==> src/rtl/spi_sfr_sequencer.sv <==
// Byte-stream sequencer for the SPI master SFR ports: configures the master,
// loads each TX byte, polls SPIF, clears it, reads the RX byte back and frames slave-select.
module spi_sfr_sequencer #(
  parameter int TIMEOUT_W = 16,
  parameter int SPIF_BIT  = 7
) (
  input  logic       clk,
  input  logic       rst,
  input  logic [7:0] cfg_spcr,
  input  logic [7:0] cfg_sper,
  input  logic [7:0] cfg_ssn,
  input  logic       tx_valid,
  input  logic [7:0] tx_data,
  input  logic       tx_last,
  output logic       tx_ready,
  output logic       rx_valid,
  output logic [7:0] rx_data,
  input  logic       rx_ready,
  output logic       busy,
  output logic       timeout_err,
  output logic [1:0] sfraddr_w,
  output logic       sfrwe,
  output logic [7:0] spidata_o,
  output logic [2:0] sfraddr_r,
  input  logic [7:0] sfr_data_i,
  output logic [7:0] spssn_o
);

  localparam logic [1:0] ADDR_SPCR = 2'd0;
  localparam logic [1:0] ADDR_SPSR = 2'd1;
  localparam logic [1:0] ADDR_SPDR = 2'd2;
  localparam logic [1:0] ADDR_SPER = 2'd3;
  localparam logic [2:0] RADDR_SPSR = 3'd1;
  localparam logic [2:0] RADDR_SPDR = 3'd2;
  localparam logic [7:0] SPIF_MASK = 8'h01 << SPIF_BIT;
  // Poll count value at which the next failed poll is the last one allowed.
  localparam logic [TIMEOUT_W-1:0] POLL_LAST = {{(TIMEOUT_W-1){1'b1}}, 1'b0};

  typedef enum logic [3:0] {
    ST_IDLE, ST_CFG_CR, ST_CFG_ER, ST_LOAD, ST_POLL_A, ST_POLL_D,
    ST_CLR, ST_RD_A, ST_RD_D, ST_OUT, ST_END
  } state_t;

  state_t               state;
  state_t               state_nxt;
  logic [TIMEOUT_W-1:0] poll_cnt;
  logic [TIMEOUT_W-1:0] poll_nxt;
  logic                 last_flag;
  logic                 last_nxt;
  logic [7:0]           sper_lat;
  logic [7:0]           sper_nxt;
  logic                 go_load;
  logic                 tx_ready_nxt;
  logic                 rx_valid_nxt;
  logic [7:0]           rx_data_nxt;
  logic                 timeout_nxt;
  logic                 sfrwe_nxt;
  logic [1:0]           waddr_nxt;
  logic [7:0]           wdata_nxt;
  logic [2:0]           raddr_nxt;
  logic [7:0]           ssn_nxt;

  // Next state plus the output values that belong to that next state.
  always_comb begin
    state_nxt    = state;
    tx_ready_nxt = 1'b0;
    rx_valid_nxt = rx_valid;
    rx_data_nxt  = rx_data;
    timeout_nxt  = timeout_err;
    sfrwe_nxt    = 1'b0;
    waddr_nxt    = 2'd0;
    wdata_nxt    = 8'h00;
    raddr_nxt    = 3'd0;
    ssn_nxt      = spssn_o;
    poll_nxt     = poll_cnt;
    last_nxt     = last_flag;
    sper_nxt     = sper_lat;
    go_load      = 1'b0;
    case (state)
      ST_IDLE: begin
        ssn_nxt = 8'hFF;
        if (tx_valid) begin
          state_nxt   = ST_CFG_CR;
          sper_nxt    = cfg_sper;
          ssn_nxt     = cfg_ssn;
          timeout_nxt = 1'b0;
          sfrwe_nxt   = 1'b1;
          waddr_nxt   = ADDR_SPCR;
          wdata_nxt   = cfg_spcr;
        end else begin
          state_nxt = ST_IDLE;
        end
      end
      ST_CFG_CR: begin
        state_nxt = ST_CFG_ER;
        sfrwe_nxt = 1'b1;
        waddr_nxt = ADDR_SPER;
        wdata_nxt = sper_lat;
      end
      ST_CFG_ER: go_load = 1'b1;
      ST_LOAD: begin
        state_nxt = ST_POLL_A;
        raddr_nxt = RADDR_SPSR;
      end
      ST_POLL_A: state_nxt = ST_POLL_D;
      ST_POLL_D: begin
        if (sfr_data_i[SPIF_BIT]) begin
          state_nxt = ST_CLR;
          sfrwe_nxt = 1'b1;
          waddr_nxt = ADDR_SPSR;
          wdata_nxt = SPIF_MASK;
        end else if (poll_cnt == POLL_LAST) begin
          poll_nxt    = poll_cnt + TIMEOUT_W'(1);
          timeout_nxt = 1'b1;
          state_nxt   = ST_END;
          ssn_nxt     = 8'hFF;
        end else begin
          poll_nxt  = poll_cnt + TIMEOUT_W'(1);
          state_nxt = ST_POLL_A;
          raddr_nxt = RADDR_SPSR;
        end
      end
      ST_CLR: begin
        state_nxt = ST_RD_A;
        raddr_nxt = RADDR_SPDR;
      end
      ST_RD_A: state_nxt = ST_RD_D;
      ST_RD_D: begin
        state_nxt    = ST_OUT;
        rx_valid_nxt = 1'b1;
        rx_data_nxt  = sfr_data_i;
      end
      ST_OUT: begin
        // With rx_valid low the byte is already delivered; only a new TX byte moves us on.
        if (rx_valid && !rx_ready) begin
          state_nxt = ST_OUT;
        end else begin
          rx_valid_nxt = 1'b0;
          if (rx_valid && last_flag) begin
            state_nxt = ST_END;
            ssn_nxt   = 8'hFF;
          end else if (tx_valid) begin
            go_load = 1'b1;
          end else begin
            state_nxt = ST_OUT;
          end
        end
      end
      ST_END: begin
        state_nxt = ST_IDLE;
        ssn_nxt   = 8'hFF;
      end
      default: begin
        state_nxt    = ST_IDLE;
        ssn_nxt      = 8'hFF;
        rx_valid_nxt = 1'b0;
      end
    endcase
    if (go_load) begin
      state_nxt    = ST_LOAD;
      tx_ready_nxt = 1'b1;
      sfrwe_nxt    = 1'b1;
      waddr_nxt    = ADDR_SPDR;
      wdata_nxt    = tx_data;
      last_nxt     = tx_last;
      poll_nxt     = '0;
    end else begin
      tx_ready_nxt = 1'b0;
    end
  end

  // State, latched frame context and registered outputs.
  always_ff @(posedge clk) begin
    if (rst) begin
      state       <= ST_IDLE;
      poll_cnt    <= '0;
      last_flag   <= 1'b0;
      sper_lat    <= 8'h00;
      tx_ready    <= 1'b0;
      rx_valid    <= 1'b0;
      rx_data     <= 8'h00;
      busy        <= 1'b0;
      timeout_err <= 1'b0;
      sfrwe       <= 1'b0;
      sfraddr_w   <= 2'd0;
      spidata_o   <= 8'h00;
      sfraddr_r   <= 3'd0;
      spssn_o     <= 8'hFF;
    end else begin
      state       <= state_nxt;
      poll_cnt    <= poll_nxt;
      last_flag   <= last_nxt;
      sper_lat    <= sper_nxt;
      tx_ready    <= tx_ready_nxt;
      rx_valid    <= rx_valid_nxt;
      rx_data     <= rx_data_nxt;
      busy        <= (state_nxt != ST_IDLE);
      timeout_err <= timeout_nxt;
      sfrwe       <= sfrwe_nxt;
      sfraddr_w   <= waddr_nxt;
      spidata_o   <= wdata_nxt;
      sfraddr_r   <= raddr_nxt;
      spssn_o     <= ssn_nxt;
    end
  end

endmodule

==> config.mk <==
export PLATFORM = sky130hd
export DESIGN_NAME = spi_sfr_sequencer
export DESIGN_NICKNAME = d
export VERILOG_FILES = /design/src/rtl/spi_sfr_sequencer.sv
export SDC_FILE = /design/constraint.sdc
export NUM_CORES = 1
export LEC_CHECK = 0
export CAP_MARGIN = 20
export CELL_PAD_IN_SITES_DETAIL_PLACEMENT = 1
export CELL_PAD_IN_SITES_GLOBAL_PLACEMENT = 2
export CORE_ASPECT_RATIO = 1.5
export CORE_MARGIN = 8
export CORE_UTILIZATION = 29
export CTS_BUF_LIST = sky130_fd_sc_hd__clkbuf_16
export CTS_CLUSTER_SIZE = 12
export DETAILED_ROUTE_END_ITERATION = 8
export GPL_TIMING_DRIVEN = 1
export PLACE_DENSITY_LB_ADDON = 0.25
export SYNTH_ARGS = -nofsm -noshare
export SYNTH_HDL_FRONTEND = slang
export SYNTH_SLANG_ARGS = --single-unit
==> constraint.sdc <==
create_clock -name clk -period 5.3 [get_ports clk]
set_input_delay 1.325 -clock clk [delete_from_list [all_inputs] [get_ports clk]]
set_output_delay 1.325 -clock clk [all_outputs]
set_load 0.05 [all_outputs]
==> results of run 1 <==
## worst min path at each step
stage | cells after the start | end | slack, ns
floorplan | 2 | sper_lat[7] | 0.44
global placement | 2 | rx_data[1] | 0.44
detailed placement | 2 | rx_data[5] | 0.45
CTS | 2 | rx_data[5] | 0.46
global route | 2 | sper_lat[6] | 0.48
finish | 2 | rx_data[5] | 0.45
## logic make-up after synthesis
group / Yosys count / share of synthesized area, %
AOI/OAI and AO/OA: 70 / 19.42
xor gates and xnor gates: 15 / 5.036
adders and majority gates: 2 / 0.9591
buffers and inverters: 27 / 5.084
DFF: 62 / 47.58
muxes: 1 / 0.3837
other: 1 / 0.1437
and+or+nand+nor: 114 / 21.39
## worst reg2reg max path, stage by stage, from the launching register on
cell and delay (ns):
dfxtp_1 0.57, nor4_1 0.52, and2_1 0.65, nand2b_1 0.37
o32a_1 0.25
## synthesized netlist by cell type, types with 2 or more instances
cell,n,share of area (%)
dfxtp_1,62,48
nand2_1,45,6.5
a21oi_1,25,4.8
nor2_1,23,3.3
xor2_1,13,4.4
nand3_1,9,1.7
o2bb2ai_1,8,2.7
o32a_1,8,3.1
a22oi_1,7,2.0
buf_2,7,1.3
inv_1,7,1.0
clkbuf_1,5,0.72
and3_1,4,0.96
and4_1,4,1.3
buf_4,4,1.2
nand2b_1,4,0.96
nand4_1,4,0.96
nor3_1,4,0.77
o21ai_0,4,0.77
or2_2,3,0.72
a21o_1,2,0.58
buf_1,2,0.29
ha_1,2,0.96
nand4b_1,2,0.67
nor2b_1,2,0.48
nor3_2,2,0.77
nor4_1,2,0.48
xnor2_1,2,0.67
## layer usage
metal / part of all wire (%) / track usage, % / wire length [um] / vias to the layer above
met4: 2.0 / 8.101 / 165 / 0
met2: 50 / 22.97 / 4038 / 49
met1: 42 / 14.92 / 3376 / 1128
li1: - / - / - / 1172
met3: 6.6 / 5.131 / 536 / 13
met5: 0 / 0 / 0 / -
## metrics by stage
stage	total power [W]	std cells	hold slack, ns	cell area [um^2]
finish	0.001647	477	0.4543	3685
global route	0.001741	477	0.4791	3685
CTS	0.001676	477	0.4603	3685
global placement	0.001157	461	0.4423	3428
detailed placement	0.001160	462	0.4521	3436
floorplan	0.0009712	292	0.4360	2609
## final cells by class
cell class	count	area share (%)
timing repair buffer	79	21.32
sequential	62	33.68
tap	110	3.735
multi-input combinational	203	33.68
inverter	8	0.8149
clock inverter	6	0.6452
clock buffer	9	6.112
## report_power, final
part | internal, W | switching (W)
logic | 0.000198 | 0.000356
registers | 0.000532 | 0.0000566
clock network | 0.000304 | 0.000200
total | 0.00103 | 0.000614
## registers in the layout (all words and copies together), names as in the netlist
name and cells:
busy 1, last_flag 1, poll_cnt 16, rx_data 8
rx_valid 1, sfraddr_r 2, sfraddr_w 2, sfrwe 1
sper_lat 8, spidata_o 8, spssn_o 8, state 4
timeout_err 1, tx_ready 1
==> out/metrics.csv, run 1 <==
stage,metric,value,unit
sta,highest clock rate,0.3433,GHz
final_layout,area of the multi-input gates,1241,um^2
critical_path,Setup CP Type,in2reg,
placed_design,DP Worst Slack,2.008,ns
final_layout,"commonest non-fill, non-tap cell in the layout",clkdlybuf4s50_1,
route,DR WL/cell,17.02,um
sta,Slew headroom,44.59,%
clock_tree,Hold Buf Count CTS,0,
clock_tree,CTS tree,done,
route,Iteration-0 DRC Markers,119,
global_route,total global routing overflow,0,
clock_tree,CTS buffer count,9,
final_layout,most frequent cells in the layout,"clkdlybuf4s50_1 (77), dfxtp_1 (62), nand2_1 (45)",
clock_tree,CTS Sinks,62,
sta,fin crit share,54.96,%
critical_path,max incr delay on CP,0.54,ns
synth,sequential-to-total area share from yosys stat,47.58,%
sta,setup total negative slack,0,ns
sta,"Hold Violations, Final",0,
clock_tree,H-tree depth,3,
synth,number of synthesized flops with an enable pin,0,
clock_tree,worst skew pair latency,0.33,ns
critical_path,Reg-to-Reg End,spssn_o[7],
critical_path,Worst Path Buf+Inv,1,
global_route,first-pass GRT wire length,13550,um
placed_design,RD Place Congestion,0.7599,
die,Die W,93.44,um
global_route,vias in the first global route,2613,
critical_path,critical path startpoint category,input port,
critical_path,Worst path depth,6,
final_layout,fill count,1020,
sta,PnR worst setup slack,2.387,ns
synth,Synth Instances,292,
final_layout,proportion of layout cells with a drive suffix above 1,6.267,%
critical_path,Arrival @ worst endpoint,3.18,ns
die,die footprint,12350,um^2
clock_tree,Clock Pin Slew Worst Setup and Hold Paths,0.05,ns
critical_path,CP max FO,8,
sta,unrepaired setup endpoints after global routing,false,
synth,Yosys cell types,54,
global_route,initial antenna violation count,0,
route,detailed-route vias per instance,4.952,
critical_path,crit path cell chain,clkdlybuf4s50_1 -> nand4bb_1 -> nor2_1 -> nand3_1 -> a311o_1 -> nand4b_1,
synth,async set-or-reset flop fraction in the synthesized netlist,0,%
run_status,status,finished clean,
clock_tree,CTS root buffer,clkbuf_16,
critical_path,critical path's slowest cell,clkdlybuf4s50_1,
route,"wirelength, routed",8118,um
sta,Final setup viols,0,
critical_path,cells on worst reg2reg path,4,
synth,syn avg cell area,8.934,um^2
route,Final ANT Viol Nets,0,
worst_hold_path,hold_sp,rx_data[5],
clock_tree,PostCTS Resize Cnt,0,
pwr,Leak,1.330,nW
die,Initial Util,29.73,%
critical_path,Worst Path Required,5.57,ns
placed_design,HPWL Detailed,5886,um
synth,"Primary FF master, synth",dfxtp_1,
pwr,Worst VDD drop,0.2105,mV
pwr,power per cell area,447.0,nW/um^2
clock_tree,Post-CTS Setup Bufs,0,
critical_path,Worst Setup SP,sfr_data_i[7],
synth,#FFs+latches synth,62,
global_route,GRT Total Usage,14.03,%
sta,Final Slew Violations,0,
synth,synthesized area,2609,um^2
sta,post-route minimum period,2.913,ns
critical_path,R2R setup slack,2.82,ns
job,Max Cap Viol,0,
final_layout,Layout Utilization,41.99,%
critical_path,Crit. End Element,register,
critical_path,family with the most delay on the worst path,simple AND/OR/NAND/NOR gates,
route,Via Count,2362,
sta,skew final,0.004587,ns
critical_path,Worst Setup EP,busy,
final_layout,Layout area overhead,41.25,%
critical_path,launching point of the worst reg2reg path,state[3],
final_layout,fin nets,410,
sta,Worst-Margin Slew,0.8301,ns
synth,Syn Nets,339,
synth,Syn. warnings,0,
route,Pre-antenna DRT Iters,4,
global_route,largest net degree at the start of global routing,40,
worst_hold_path,worst min path class,reg2reg,
die,row cnt,42,
final_layout,Antenna diodes,0,
route,DR DRC count,0,
die,die height,132.2,um
final_layout,sequential standard cell area,1241,um^2
die,io pins,79,
clock_tree,Bufs on Longest Clock Path,2,
die,Placeable Area,8776,um^2
placed_design,IO buf count,77,
(Power assumes the default switching activity.)
==> inputs of run 2 (changes only) <==
Settings changed: CORE_UTILIZATION 29 to 27.
Clock period 5.3 ns to 3 ns, I/O delays scaled along.
==> out/metrics.csv, run 2 (same netlist as run 1, synthesis figures left out) <==
stage,metric,value,unit
run_status,status,finished clean,
job,Max Cap Viol,0,
sta,Slew headroom,61.22,%
placed_design,IO buf count,77,
critical_path,CP max FO,5,
critical_path,Crit. End Element,output pin,
critical_path,Worst Path Buf+Inv,1,
sta,Final Slew Violations,0,
pwr,Leak,1.370,nW
placed_design,RD Place Congestion,0.7643,
final_layout,sequential standard cell area,1241,um^2
global_route,largest net degree at the start of global routing,20,
critical_path,max incr delay on CP,0.84,ns
global_route,GRT Total Usage,13.57,%
critical_path,Setup CP Type,reg2out,
route,Iteration-0 DRC Markers,116,
final_layout,Layout Utilization,39.63,%
clock_tree,CTS Sinks,62,
route,detailed-route vias per instance,4.886,
final_layout,max FFs per register,16,
worst_hold_path,worst min path class,reg2reg,
route,DR WL/cell,16.77,um
die,die footprint,13130,um^2
critical_path,Worst Path Required,2.25,ns
final_layout,"commonest non-fill, non-tap cell in the layout",clkdlybuf4s50_1,
die,Placeable Area,9524,um^2
clock_tree,PostCTS Resize Cnt,0,
sta,Final setup viols,0,
clock_tree,H-tree depth,3,
clock_tree,Bufs on Longest Clock Path,2,
final_layout,fin nets,417,
final_layout,Layout area overhead,44.70,%
clock_tree,CTS tree,done,
critical_path,critical path startpoint category,register,
sta,unrepaired setup endpoints after global routing,false,
die,Initial Util,27.39,%
global_route,total global routing overflow,0,
critical_path,family with the most delay on the worst path,buffers and inverters,
global_route,initial antenna violation count,0,
critical_path,Worst Setup SP,rx_valid,
placed_design,HPWL Detailed,6266,um
clock_tree,worst skew pair latency,0.32,ns
critical_path,critical path's slowest cell,clkdlybuf4s50_1,
global_route,first-pass GRT wire length,13560,um
sta,post-route minimum period,2.319,ns
worst_hold_path,hold_sp,sper_lat[2],
route,DR DRC count,0,
final_layout,fill count,1110,
sta,fin crit share,77.31,%
critical_path,crit path cell chain,clkdlybuf4s50_1,
pwr,Worst VDD drop,0.3232,mV
final_layout,Antenna diodes,0,
clock_tree,CTS buffer count,9,
clock_tree,Post-CTS Setup Bufs,0,
route,Via Count,2394,
final_layout,most frequent cells in the layout,"clkdlybuf4s50_1 (77), dfxtp_1 (62), nand2_1 (45)",
route,Pre-antenna DRT Iters,4,
die,io pins,79,
clock_tree,Clock Pin Slew Worst Setup and Hold Paths,0.05,ns
sta,setup total negative slack,0,ns
critical_path,launching point of the worst reg2reg path,state[2],
route,Final ANT Viol Nets,0,
sta,highest clock rate,0.4311,GHz
die,die height,136.4,um
die,row cnt,44,
clock_tree,CTS root buffer,clkbuf_16,
clock_tree,Hold Buf Count CTS,0,
sta,skew final,0.004957,ns
die,Die W,96.26,um
final_layout,proportion of layout cells with a drive suffix above 1,8.533,%
critical_path,Arrival @ worst endpoint,1.57,ns
sta,Worst-Margin Slew,0.5817,ns
final_layout,area of the multi-input gates,1241,um^2
route,"wirelength, routed",8215,um
pwr,power per cell area,798.9,nW/um^2
final_layout,Reg with most FFs,poll_cnt,
sta,"Hold Violations, Final",0,
global_route,vias in the first global route,2548,
==> run 2: changes by cell type in the layout (fill, tap and decap cells not counted) <==
cell / change
buf_4: +7
clkinv_1: +2
inv_1: -3
bufinv_16: +1
clkinv_2: +1
==> run 2: layout make-up <==
cell class	instances	share of cell area, %
clock buffer	9	5.966
clock inverter	7	1.458
inverter	8	0.7955
multi-input combinational	203	32.88
sequential	62	32.88
tap	115	3.812
timing repair buffer	86	22.21
==> run 2: stage by stage <==
step	power, W	instances	hold WS (ns)	cell area [um^2]	setup WS [ns]
6_report	0.003016	490	0.4535	3775	0.6806
5_1_grt	0.003186	490	0.4729	3775	0.6357
4_1_cts	0.003061	490	0.4575	3775	0.6461
3_5_place_dp	0.002073	474	0.4499	3495	0.4331
3_3_place_gp	0.002064	474	0.4413	3495	0.4430
2_1_floorplan	0.001716	292	0.4360	2609	1.046
==> run 2: where the power goes <==
part	internal (W)	switching [W]
combinational	0.000371	0.000636
clock	0.000627	0.000343
sequential	0.000940	0.0000994
total	0.00194	0.00108
==> run 2: worst paths after layout <==
path,end,slack [ns],cells past startpoint
setup / recovery,rx_valid,0.68,1
hold / removal,sper_lat[2],0.45,2
setup reg to reg,spssn_o[5],0.84,4
hold reg to reg,sper_lat[2],0.45,2
==> run 2: routing by layer <==
metal	routed length, um	track usage (%)
met1	3193	14.27
met2	4326	22.95
met3	573	5.473
met4	122	5.923
met5	0	0
==> inputs of run 3 (changes only) <==
Settings changed: CORE_UTILIZATION 27 to 24.
Clock period 3 ns to 1.9 ns, I/O delays scaled along.
==> out/metrics.csv, run 3 (same netlist as run 1, synthesis figures left out) <==
stage,metric,value,unit
global_route,initial antenna violation count,0,
critical_path,Setup CP Type,reg2reg,
sta,setup total negative slack,0,ns
sta,"Hold Violations, Final",0,
route,"wirelength, routed",8653,um
placed_design,RD Place Congestion,0.8057,
critical_path,R2R setup slack,0.1,ns
clock_tree,Clock Pin Slew Worst Setup and Hold Paths,0.05,ns
sta,skew final,0.005030,ns
critical_path,Crit. End Element,register,
sta,Slew headroom,58.89,%
die,Die W,101.1,um
worst_hold_path,worst min path class,reg2reg,
clock_tree,CTS buffer count,9,
route,Iteration-0 DRC Markers,76,
final_layout,Layout area overhead,53.81,%
sta,fin crit share,94.95,%
clock_tree,Bufs on Longest Clock Path,2,
clock_tree,CTS root buffer,clkbuf_16,
sta,post-route minimum period,1.804,ns
pwr,Worst VDD drop,0.4843,mV
final_layout,Antenna diodes,0,
final_layout,fill count,1263,
final_layout,fin nets,442,
sta,Final setup viols,0,
final_layout,Reg with most FFs,poll_cnt,
final_layout,Layout Utilization,37.89,%
die,die footprint,14530,um^2
global_route,total global routing overflow,0,
placed_design,IO buf count,77,
critical_path,critical path startpoint category,register,
die,row cnt,46,
sta,Worst-Margin Slew,0.6150,ns
run_status,status,finished clean,
placed_design,placed cells,528,
pwr,Leak,1.582,nW
route,Pre-antenna DRT Iters,5,
final_layout,max FFs per register,16,
final_layout,proportion of layout cells with a drive suffix above 1,25.25,%
pwr,power per cell area,1288,nW/um^2
global_route,GRT Total Usage,12.45,%
global_route,largest net degree at the start of global routing,19,
final_layout,area of the multi-input gates,1272,um^2
final_layout,sequential standard cell area,1245,um^2
final_layout,"commonest non-fill, non-tap cell in the layout",buf_4,
route,DR DRC count,0,
critical_path,Worst Path Required,2.10,ns
clock_tree,Post-CTS Setup Bufs,0,
placed_design,HPWL Detailed,6757,um
pwr,final total power,0.005168,W
critical_path,CP max FO,10,
die,io pins,79,
sta,hold_ws,0.4578,ns
route,DR WL/cell,15.91,um
route,Final ANT Viol Nets,0,
final_layout,Finished Layout Cells,544,
clock_tree,worst skew pair latency,0.32,ns
sta,highest clock rate,0.5543,GHz
global_route,first-pass GRT wire length,13860,um
global_route,vias in the first global route,2719,
clock_tree,H-tree depth,3,
die,die height,143.7,um
sta,unrepaired setup endpoints after global routing,false,
route,detailed-route vias per instance,4.590,
die,Placeable Area,10590,um^2
final_layout,most frequent cells in the layout,"buf_4 (65), dfxtp_1 (59), nand2_1 (45)",
sta,Final Slew Violations,0,
critical_path,Arrival @ worst endpoint,2.01,ns
clock_tree,CTS tree,done,
clock_tree,CTS Sinks,62,
route,Via Count,2497,
die,Initial Util,24.63,%
job,Max Cap Viol,0,
[run 3: routing by layer]
metal	share of wire [%]	vias to the layer above	global-route usage [%]
met5	0	-	0
met4	2.4	0	7.171
met3	5.0	14	3.777
met2	54	48	22.11
met1	39	1199	12.47
li1	-	1236	-
[run 3: path summary, 6_finish.rpt]
kind	start	end	cells past startpoint
worst min register to register	rx_data[6]	rx_data[6]	2
worst min-delay path	rx_data[6]	rx_data[6]	2
worst max register to register	state[3]	busy	5
worst max-delay path	state[3]	busy	5
[run 3: worst max-delay path, stage by stage, from the launching register on]
cell and delay (ns):
dfxtp_1 0.58, nor4b_2 0.18, a211o_1 0.26, a221o_1 0.32, o21bai_1 0.17, nand4b_1 0.17
[run 3: layout make-up]
cell class | count | share of cell area (%)
multi-input cells | 203 | 31.71
clock buffers | 9 | 5.613
well taps | 144 | 4.490
inverters | 8 | 0.7484
repair buffers | 111 | 24.20
flip-flops and latches | 62 | 31.03
clock inverters | 7 | 2.214
[run 3: what timing repair did]
item / 4_1_cts / 5_1_grt
hold buffers: 0 / 0
resized for setup: 0 / 10
endpoints found under the setup margin: 0 / 18
[run 3: power by group]
| part | switching (W) | internal (W) | total [W] |
|---|---|---|---|
| combinational | 0.00109 | 0.000737 | 0.00182 |
| sequential | 0.000140 | 0.00149 | 0.00163 |
| clock | 0.000577 | 0.00114 | 0.00171 |
| total | 0.00180 | 0.00336 | 0.00517 |
[run 3: through the flow]
| stage | cell area [um^2] | setup slack (ns) |
|---|---|---|
| after floorplan | 2609 | 0.1217 |
| after global placement | 3661 | -0.2972 |
| after detailed placement | 3661 | -0.3357 |
| after CTS | 3975 | 0.009002 |
| after global routing | 4013 | 0.01389 |
| final | 4013 | 0.09595 |
